$ cat src/rtl/traffic_light_ctrl_if.sv
// Bundles the traffic light control inputs and the registered light outputs.
// The master drives the run/night/pedestrian controls; the slave (the controller)
// drives the LED, phase, walk and pending-request outputs.
interface traffic_light_ctrl_if;
  logic       en;
  logic       night_mode;
  logic       ped_req;
  logic [2:0] led;
  logic [1:0] phase;
  logic       walk;
  logic       ped_pend;

  modport master (
    output en,
    output night_mode,
    output ped_req,
    input  led,
    input  phase,
    input  walk,
    input  ped_pend
  );

  modport slave (
    input  en,
    input  night_mode,
    input  ped_req,
    output led,
    output phase,
    output walk,
    output ped_pend
  );
endinterface

$ cat src/rtl/traffic_light_ctrl.sv
// Parametrised RED -> GREEN -> CAUTION traffic light controller.
// Phase durations are counted in prescaled ticks. A latched pedestrian request
// shortens GREEN, night mode flashes the caution light, and en=0 freezes
// everything. The LED output is active-low: led[2]=blue, led[1]=red, led[0]=green.
// All outputs are registered and are computed from the next state, so they
// change on the same edge as the state itself.
module traffic_light_ctrl #(
  parameter int CLK_DIV   = 1,
  parameter int CNT_W     = 8,
  parameter int RED_T     = 10,
  parameter int GREEN_T   = 5,
  parameter int CAUTION_T = 2,
  parameter int MIN_GREEN = 2,
  parameter int FLASH_T   = 1
) (
  input  logic                  clk,
  input  logic                  rst,
  traffic_light_ctrl_if.slave   tl
);

  localparam int DIV_W = (CLK_DIV > 1) ? $clog2(CLK_DIV) : 1;

  localparam logic [DIV_W-1:0] DIV_LAST     = DIV_W'(CLK_DIV - 1);
  localparam logic [CNT_W-1:0] RED_LAST     = CNT_W'(RED_T - 1);
  localparam logic [CNT_W-1:0] GREEN_LAST   = CNT_W'(GREEN_T - 1);
  localparam logic [CNT_W-1:0] CAUTION_LAST = CNT_W'(CAUTION_T - 1);
  localparam logic [CNT_W-1:0] FLASH_LAST   = CNT_W'(FLASH_T - 1);
  localparam logic [CNT_W-1:0] MIN_G_LAST   = CNT_W'(MIN_GREEN - 1);

  localparam logic [2:0] LED_RED     = 3'b101;
  localparam logic [2:0] LED_GREEN   = 3'b110;
  localparam logic [2:0] LED_CAUTION = 3'b011;
  localparam logic [2:0] LED_OFF     = 3'b111;

  // Encoding doubles as the phase output value.
  typedef enum logic [1:0] {
    ST_RED     = 2'd0,
    ST_GREEN   = 2'd1,
    ST_CAUTION = 2'd2,
    ST_NIGHT   = 2'd3
  } state_e;

  state_e           state_q,    state_d;
  logic [CNT_W-1:0] cnt_q,      cnt_d;
  logic [DIV_W-1:0] div_q,      div_d;
  logic             ped_pend_q, ped_pend_d;
  logic             flash_q,    flash_d;
  logic [2:0]       led_q,      led_d;
  logic [1:0]       phase_q,    phase_d;
  logic             walk_q,     walk_d;

  logic             tick_s;
  logic             phase_end_s;
  logic             ped_cut_s;
  logic [CNT_W-1:0] phase_last_s;
  state_e           next_phase_s;

  // Last tick index of the current normal phase and the phase that follows it.
  always_comb begin
    phase_last_s = RED_LAST;
    next_phase_s = ST_GREEN;
    case (state_q)
      ST_RED: begin
        phase_last_s = RED_LAST;
        next_phase_s = ST_GREEN;
      end
      ST_GREEN: begin
        phase_last_s = GREEN_LAST;
        next_phase_s = ST_CAUTION;
      end
      ST_CAUTION: begin
        phase_last_s = CAUTION_LAST;
        next_phase_s = ST_RED;
      end
      default: begin
        phase_last_s = RED_LAST;
        next_phase_s = ST_RED;
      end
    endcase
  end

  // Prescaler tick, phase completion and pedestrian cut conditions.
  always_comb begin
    tick_s      = (div_q == DIV_LAST);
    phase_end_s = (cnt_q == phase_last_s);
    ped_cut_s   = (state_q == ST_GREEN) && ped_pend_q && (cnt_q >= MIN_G_LAST);
  end

  // Next-state logic: night mode overrides the normal cycle; the register
  // stage applies these values only while en=1.
  always_comb begin
    state_d    = state_q;
    cnt_d      = cnt_q;
    div_d      = div_q;
    ped_pend_d = ped_pend_q;
    flash_d    = flash_q;

    if (tick_s) begin
      div_d = '0;
    end else begin
      div_d = div_q + 1'b1;
    end

    if (tl.night_mode) begin
      // Pedestrian requests are dropped for the whole night period.
      ped_pend_d = 1'b0;
      if (state_q != ST_NIGHT) begin
        state_d = ST_NIGHT;
        cnt_d   = '0;
        flash_d = 1'b1;
      end else if (tick_s) begin
        if (cnt_q == FLASH_LAST) begin
          cnt_d   = '0;
          flash_d = ~flash_q;
        end else begin
          cnt_d = cnt_q + 1'b1;
        end
      end else begin
        cnt_d = cnt_q;
      end
    end else if (state_q == ST_NIGHT) begin
      // Leaving night restarts safely with a full RED phase.
      state_d    = ST_RED;
      cnt_d      = '0;
      flash_d    = 1'b1;
      ped_pend_d = 1'b0;
    end else begin
      ped_pend_d = ped_pend_q | tl.ped_req;
      if (tick_s) begin
        if (phase_end_s || ped_cut_s) begin
          state_d = next_phase_s;
          cnt_d   = '0;
        end else begin
          cnt_d = cnt_q + 1'b1;
        end
      end else begin
        cnt_d = cnt_q;
      end
      // Entering RED serves the request; this wins over a coincident ped_req.
      if ((state_d == ST_RED) && (state_q != ST_RED)) begin
        ped_pend_d = 1'b0;
      end else begin
        ped_pend_d = ped_pend_d;
      end
    end
  end

  // Output decode from the next state so outputs track the state edge exactly.
  always_comb begin
    led_d   = LED_OFF;
    phase_d = 2'(state_d);
    walk_d  = (state_d == ST_RED);
    case (state_d)
      ST_RED:     led_d = LED_RED;
      ST_GREEN:   led_d = LED_GREEN;
      ST_CAUTION: led_d = LED_CAUTION;
      ST_NIGHT: begin
        if (flash_d) begin
          led_d = LED_CAUTION;
        end else begin
          led_d = LED_OFF;
        end
      end
      default:    led_d = LED_OFF;
    endcase
  end

  // State, counter and output registers: reset first, then hold while disabled.
  always_ff @(posedge clk) begin
    if (rst) begin
      state_q    <= ST_RED;
      cnt_q      <= '0;
      div_q      <= '0;
      ped_pend_q <= 1'b0;
      flash_q    <= 1'b1;
      led_q      <= LED_RED;
      phase_q    <= 2'd0;
      walk_q     <= 1'b1;
    end else if (tl.en) begin
      state_q    <= state_d;
      cnt_q      <= cnt_d;
      div_q      <= div_d;
      ped_pend_q <= ped_pend_d;
      flash_q    <= flash_d;
      led_q      <= led_d;
      phase_q    <= phase_d;
      walk_q     <= walk_d;
    end
  end

  assign tl.led      = led_q;
  assign tl.phase    = phase_q;
  assign tl.walk     = walk_q;
  assign tl.ped_pend = ped_pend_q;

endmodule

$ cat src/flat_wrapper.sv
// flat-port wrapper written by rule: the top's interface ports become plain ports
module traffic_light_ctrl_flat 
#(
  parameter int CLK_DIV   = 1,
  parameter int CNT_W     = 8,
  parameter int RED_T     = 10,
  parameter int GREEN_T   = 5,
  parameter int CAUTION_T = 2,
  parameter int MIN_GREEN = 2,
  parameter int FLASH_T   = 1
)
  (clk, rst, tl_en, tl_night_mode, tl_ped_req, tl_led, tl_phase, tl_walk, tl_ped_pend);
  traffic_light_ctrl_if tl_i ();
  input  logic clk;
  input  logic rst;
  input wire logic [$bits(tl_i.en)-1:0] tl_en;
  input wire logic [$bits(tl_i.night_mode)-1:0] tl_night_mode;
  input wire logic [$bits(tl_i.ped_req)-1:0] tl_ped_req;
  output wire logic [$bits(tl_i.led)-1:0] tl_led;
  output wire logic [$bits(tl_i.phase)-1:0] tl_phase;
  output wire logic [$bits(tl_i.walk)-1:0] tl_walk;
  output wire logic [$bits(tl_i.ped_pend)-1:0] tl_ped_pend;
  assign tl_i.en = tl_en;
  assign tl_i.night_mode = tl_night_mode;
  assign tl_i.ped_req = tl_ped_req;
  assign tl_led = tl_i.led;
  assign tl_phase = tl_i.phase;
  assign tl_walk = tl_i.walk;
  assign tl_ped_pend = tl_i.ped_pend;
  traffic_light_ctrl #(.CLK_DIV(CLK_DIV), .CNT_W(CNT_W), .RED_T(RED_T), .GREEN_T(GREEN_T), .CAUTION_T(CAUTION_T), .MIN_GREEN(MIN_GREEN), .FLASH_T(FLASH_T)) u_core (.clk(clk), .rst(rst), .tl(tl_i));
endmodule
$ cat config.mk
export PLATFORM = sky130hd
export DESIGN_NAME = traffic_light_ctrl_flat
export DESIGN_NICKNAME = d
export VERILOG_FILES = /design/src/rtl/traffic_light_ctrl_if.sv /design/src/rtl/traffic_light_ctrl.sv /design/src/flat_wrapper.sv
export SDC_FILE = /design/constraint.sdc
export NUM_CORES = 1
export LEC_CHECK = 0
export ABC_AREA = 1
export ABC_CLOCK_PERIOD_IN_PS = 1900
export CORE_ASPECT_RATIO = 0.8
export CORE_MARGIN = 1
export CORE_UTILIZATION = 55
export DETAILED_ROUTE_END_ITERATION = 8
export PLACE_DENSITY = 0.78
export SYNTH_ARGS = -nofsm -noshare
export SYNTH_HDL_FRONTEND = slang
export SYNTH_SLANG_ARGS = --single-unit
$ cat constraint.sdc
create_clock -name clk -period 1.9 [get_ports clk]
set_input_delay 0.475 -clock clk [delete_from_list [all_inputs] [get_ports clk]]
set_output_delay 0.475 -clock clk [all_outputs]
set_load 0.01 [all_outputs]
==> summary.txt <==
Status
  • Status: complete, no violations

STA
  • Slew HR: 0.6847
  • FMAX: 547.3 MHz
  • Final hold violations: 0
  • Setup ws final: 72.98 ps
  • Fin Setup TNS: 0 ps
  • Least-Margin Pin Slew: 472.4 ps
  • Post-layout minimum cycle time: 1827 ps
  • Max-slew violations: 0
  • Final period util: 0.9616
  • Final Setup Violations: 0
  • Worst Clk Skew: 10.37 ps
  • Worst hold margin: 480.7 ps

Detailed routing
  • Routed vias: 1,092
  • Initial DRC count: 27
  • WL/cell: 14.29 µm
  • DRT Wirelength: 2857 µm
  • Drt drc: 0
  • Detailed Routing Iterations Pass 1: 4
  • Via density per instance: 5.460
  • DRT antenna net count: 0

Setup path
  • R2r setup slk: 130 ps
  • Worst setup startpoint: u_core.state_q[0]
  • Max Fanout on Critical Path: 5
  • R2R depth: 13
  • Startpoint Class: flop
  • Worst Path Arrival: 1350 ps
  • Setup CP Type: flop to primary output
  • Required @ worst endpoint: 1420 ps
  • FF-to-FF Start: u_core.state_q[0]
  • Crit. End Element: primary output
  • Worst setup path endpoint: tl_phase[0]
  • Worst R2R End: u_core.cnt_q[4]

Finish
  • Most common cell after layout, fill and taps aside: nand2_1
  • Final design utilization: 0.7227
  • Layout cells sized above 1: 0.2955
  • Number of diodes: 0
  • # nets final: 189
  • Area grow syn2layout: 21.37%
  • Most frequent cells in the layout: 28 x nand2_1, 14 x a21oi_1, 14 x dfxtp_1

CTS
  • CTS Sinks: 16
  • CTS Hold Buffers Added: 0
  • CTS tree: yes
  • H-tree depth: 1
  • Clock slew at reported path FFs: 110 ps
  • Clock Tree Buf Depth: 2
  • Clock root buffer master: clkbuf_4
  • CTS Buf Count: 3
  • Clock Latency Late Sink: 310 ps

Synth
  • Synth async-reset ratio: 0
  • Count of cell types in the netlist: 29
  • Ys Warns: 0
  • #FFs+latches synth: 16
  • Cells after Synth: 157
  • Post-Syn Area: 1147 µm²
  • Dominant cell type by area after synthesis: dfxtp_1
  • Synth top area share: 0.2792
  • Top FF cell, synth: dfxtp_1
  • Synth area leaders: dfxtp_1 28%, nand2_1 9.2%, ha_1 7.6%
  • Post-synth EDFFs: 0
  • Syn nets: 169
  • Syn_area_per_cell: 7.308 µm²
  • Seq/Total Area, Yosys: 0.2792

Placement
  • I/O Buffers: 11
  • HPWL after DPL: 2063 µm
  • Placer Congestion: 0.8811
  • Pre-CTS WS: 20.11 ps

Job
  • Max-cap viol count: 0

Floorplan
  • Die H: 42.85 µm
  • Starting Density: 0.5955
  • Rows: 14
  • Die Footprint: 2274 µm²
  • Io pins: 12
  • Die Wd: 53.07 µm
  • CORE AREA: 1927 µm²

Power and ir drop
  • Worst VDD drop: 0.6402 mV
  • Sequential fraction of design power: 0.425
  • Internal power: 0.0005786 W
  • Cell area power density: 617.0 nW/µm²
  • NetSw: 0.0002806 W
  • Part of the power in combinational logic: 0.292
  • Switch share: 0.3266
  • Clock group share of total power: 0.283
  • Power, Total: 0.0008592 W
  • Leakage power: 0.6606 nW

GRT
  • Gr ovfl total: 0
  • GRT Overall Usage: 0.2791
  • Largest net degree at the start of global routing: 15
  • First-pass GRT wire length: 4374 µm
  • Antenna violations before repair: 0
  • Vias in the first global route: 996

Worst hold path
  • Hold Path Class: flop to flop
==> flip-flops by register name, indices dropped and copies added (netlist names) <==
register / flops
u_core.tl.led: 3
u_core.state_q: 2
u_core.flash_q: 1
u_core.tl.walk: 1
u_core.cnt_q: 8
u_core.tl.ped_pend: 1
==> worst min-delay path by stage <==
| stage | cells past startpoint | startpoint | slack (ps) | end |
|---|---|---|---|---|
| 3_3_place_gp | 2 | u_core.tl.walk | 460 | u_core.tl.walk |
| 5_1_grt | 2 | u_core.flash_q | 510 | u_core.flash_q |
| 4_1_cts | 2 | u_core.flash_q | 490 | u_core.flash_q |
| 6_report | 2 | u_core.flash_q | 480 | u_core.flash_q |
| 3_5_place_dp | 2 | u_core.flash_q | 460 | u_core.flash_q |
| 2_1_floorplan | 2 | u_core.flash_q | 440 | u_core.flash_q |
==> cell families after synthesis <==
family | after synthesis | share of synthesized area
and+or+nand+nor | 74 | 0.3719
buffers and inverters | 28 | 0.09377
AOI/OAI and AO/OA | 27 | 0.1407
DFF | 16 | 0.2792
adders and majority gates | 7 | 0.07633
xor gates and xnor gates | 5 | 0.03817
==> stage by stage <==
stage | instance area, µm² | std cells
6_report | 1393 | 200
3_5_place_dp | 1320 | 195
2_1_floorplan | 1147 | 157
5_1_grt | 1393 | 200
3_3_place_gp | 1320 | 195
4_1_cts | 1356 | 199
==> power groups by stage <==
| stage | registers, W | clock network, W | logic, W |
|---|---|---|---|
| after detailed placement | 0.000372 | 0 | 0.000233 |
| after global placement | 0.000370 | 0 | 0.000224 |
| after floorplan | 0.000378 | 0 | 0.000148 |
| after CTS | 0.000364 | 0.000245 | 0.000235 |
| after global routing | 0.000368 | 0.000257 | 0.000272 |
| final | 0.000366 | 0.000243 | 0.000251 |
==> cells in the mapped netlist (all sizes together) (2+ instances only) <==
cell type	number
ha	7
a21oi	15
inv	23
o21ai	12
clkinv	2
xor2	4
dfxtp	16
nor2	13
nand2	37
nand3b	2
nand3	19
clkbuf	2
==> area by class of cell <==
class | instances | area, µm²
Multi-Input combinational cell | 113 | 745.7
Fill cell | 154 | 534.3
Sequential cell | 16 | 322.8
Timing Repair Buffer | 18 | 162.7
Inverter | 25 | 95.09
Clock buffer | 4 | 36.28
Tap cell | 24 | 30.03
==> repair_timing <==
action / CTS / global route
gates resized for setup: 0 / 8
setup endpoints to repair: 0 / 9
setup buffers: 0 / 1
==> critical path, cell delays in order, from the launching register on <==
cell and delay, ps:
dfxtp_2 350, buf_4 150, clkdlybuf4s50_1 540
==> per-layer routing <==
metal	global-route usage	share of wire
met5	0	0
met4	0.1684	0.039
met3	0.07168	0.039
met2	0.4253	0.47
met1	0.3472	0.45
Note: power is estimated with default switching activity, not from simulation.
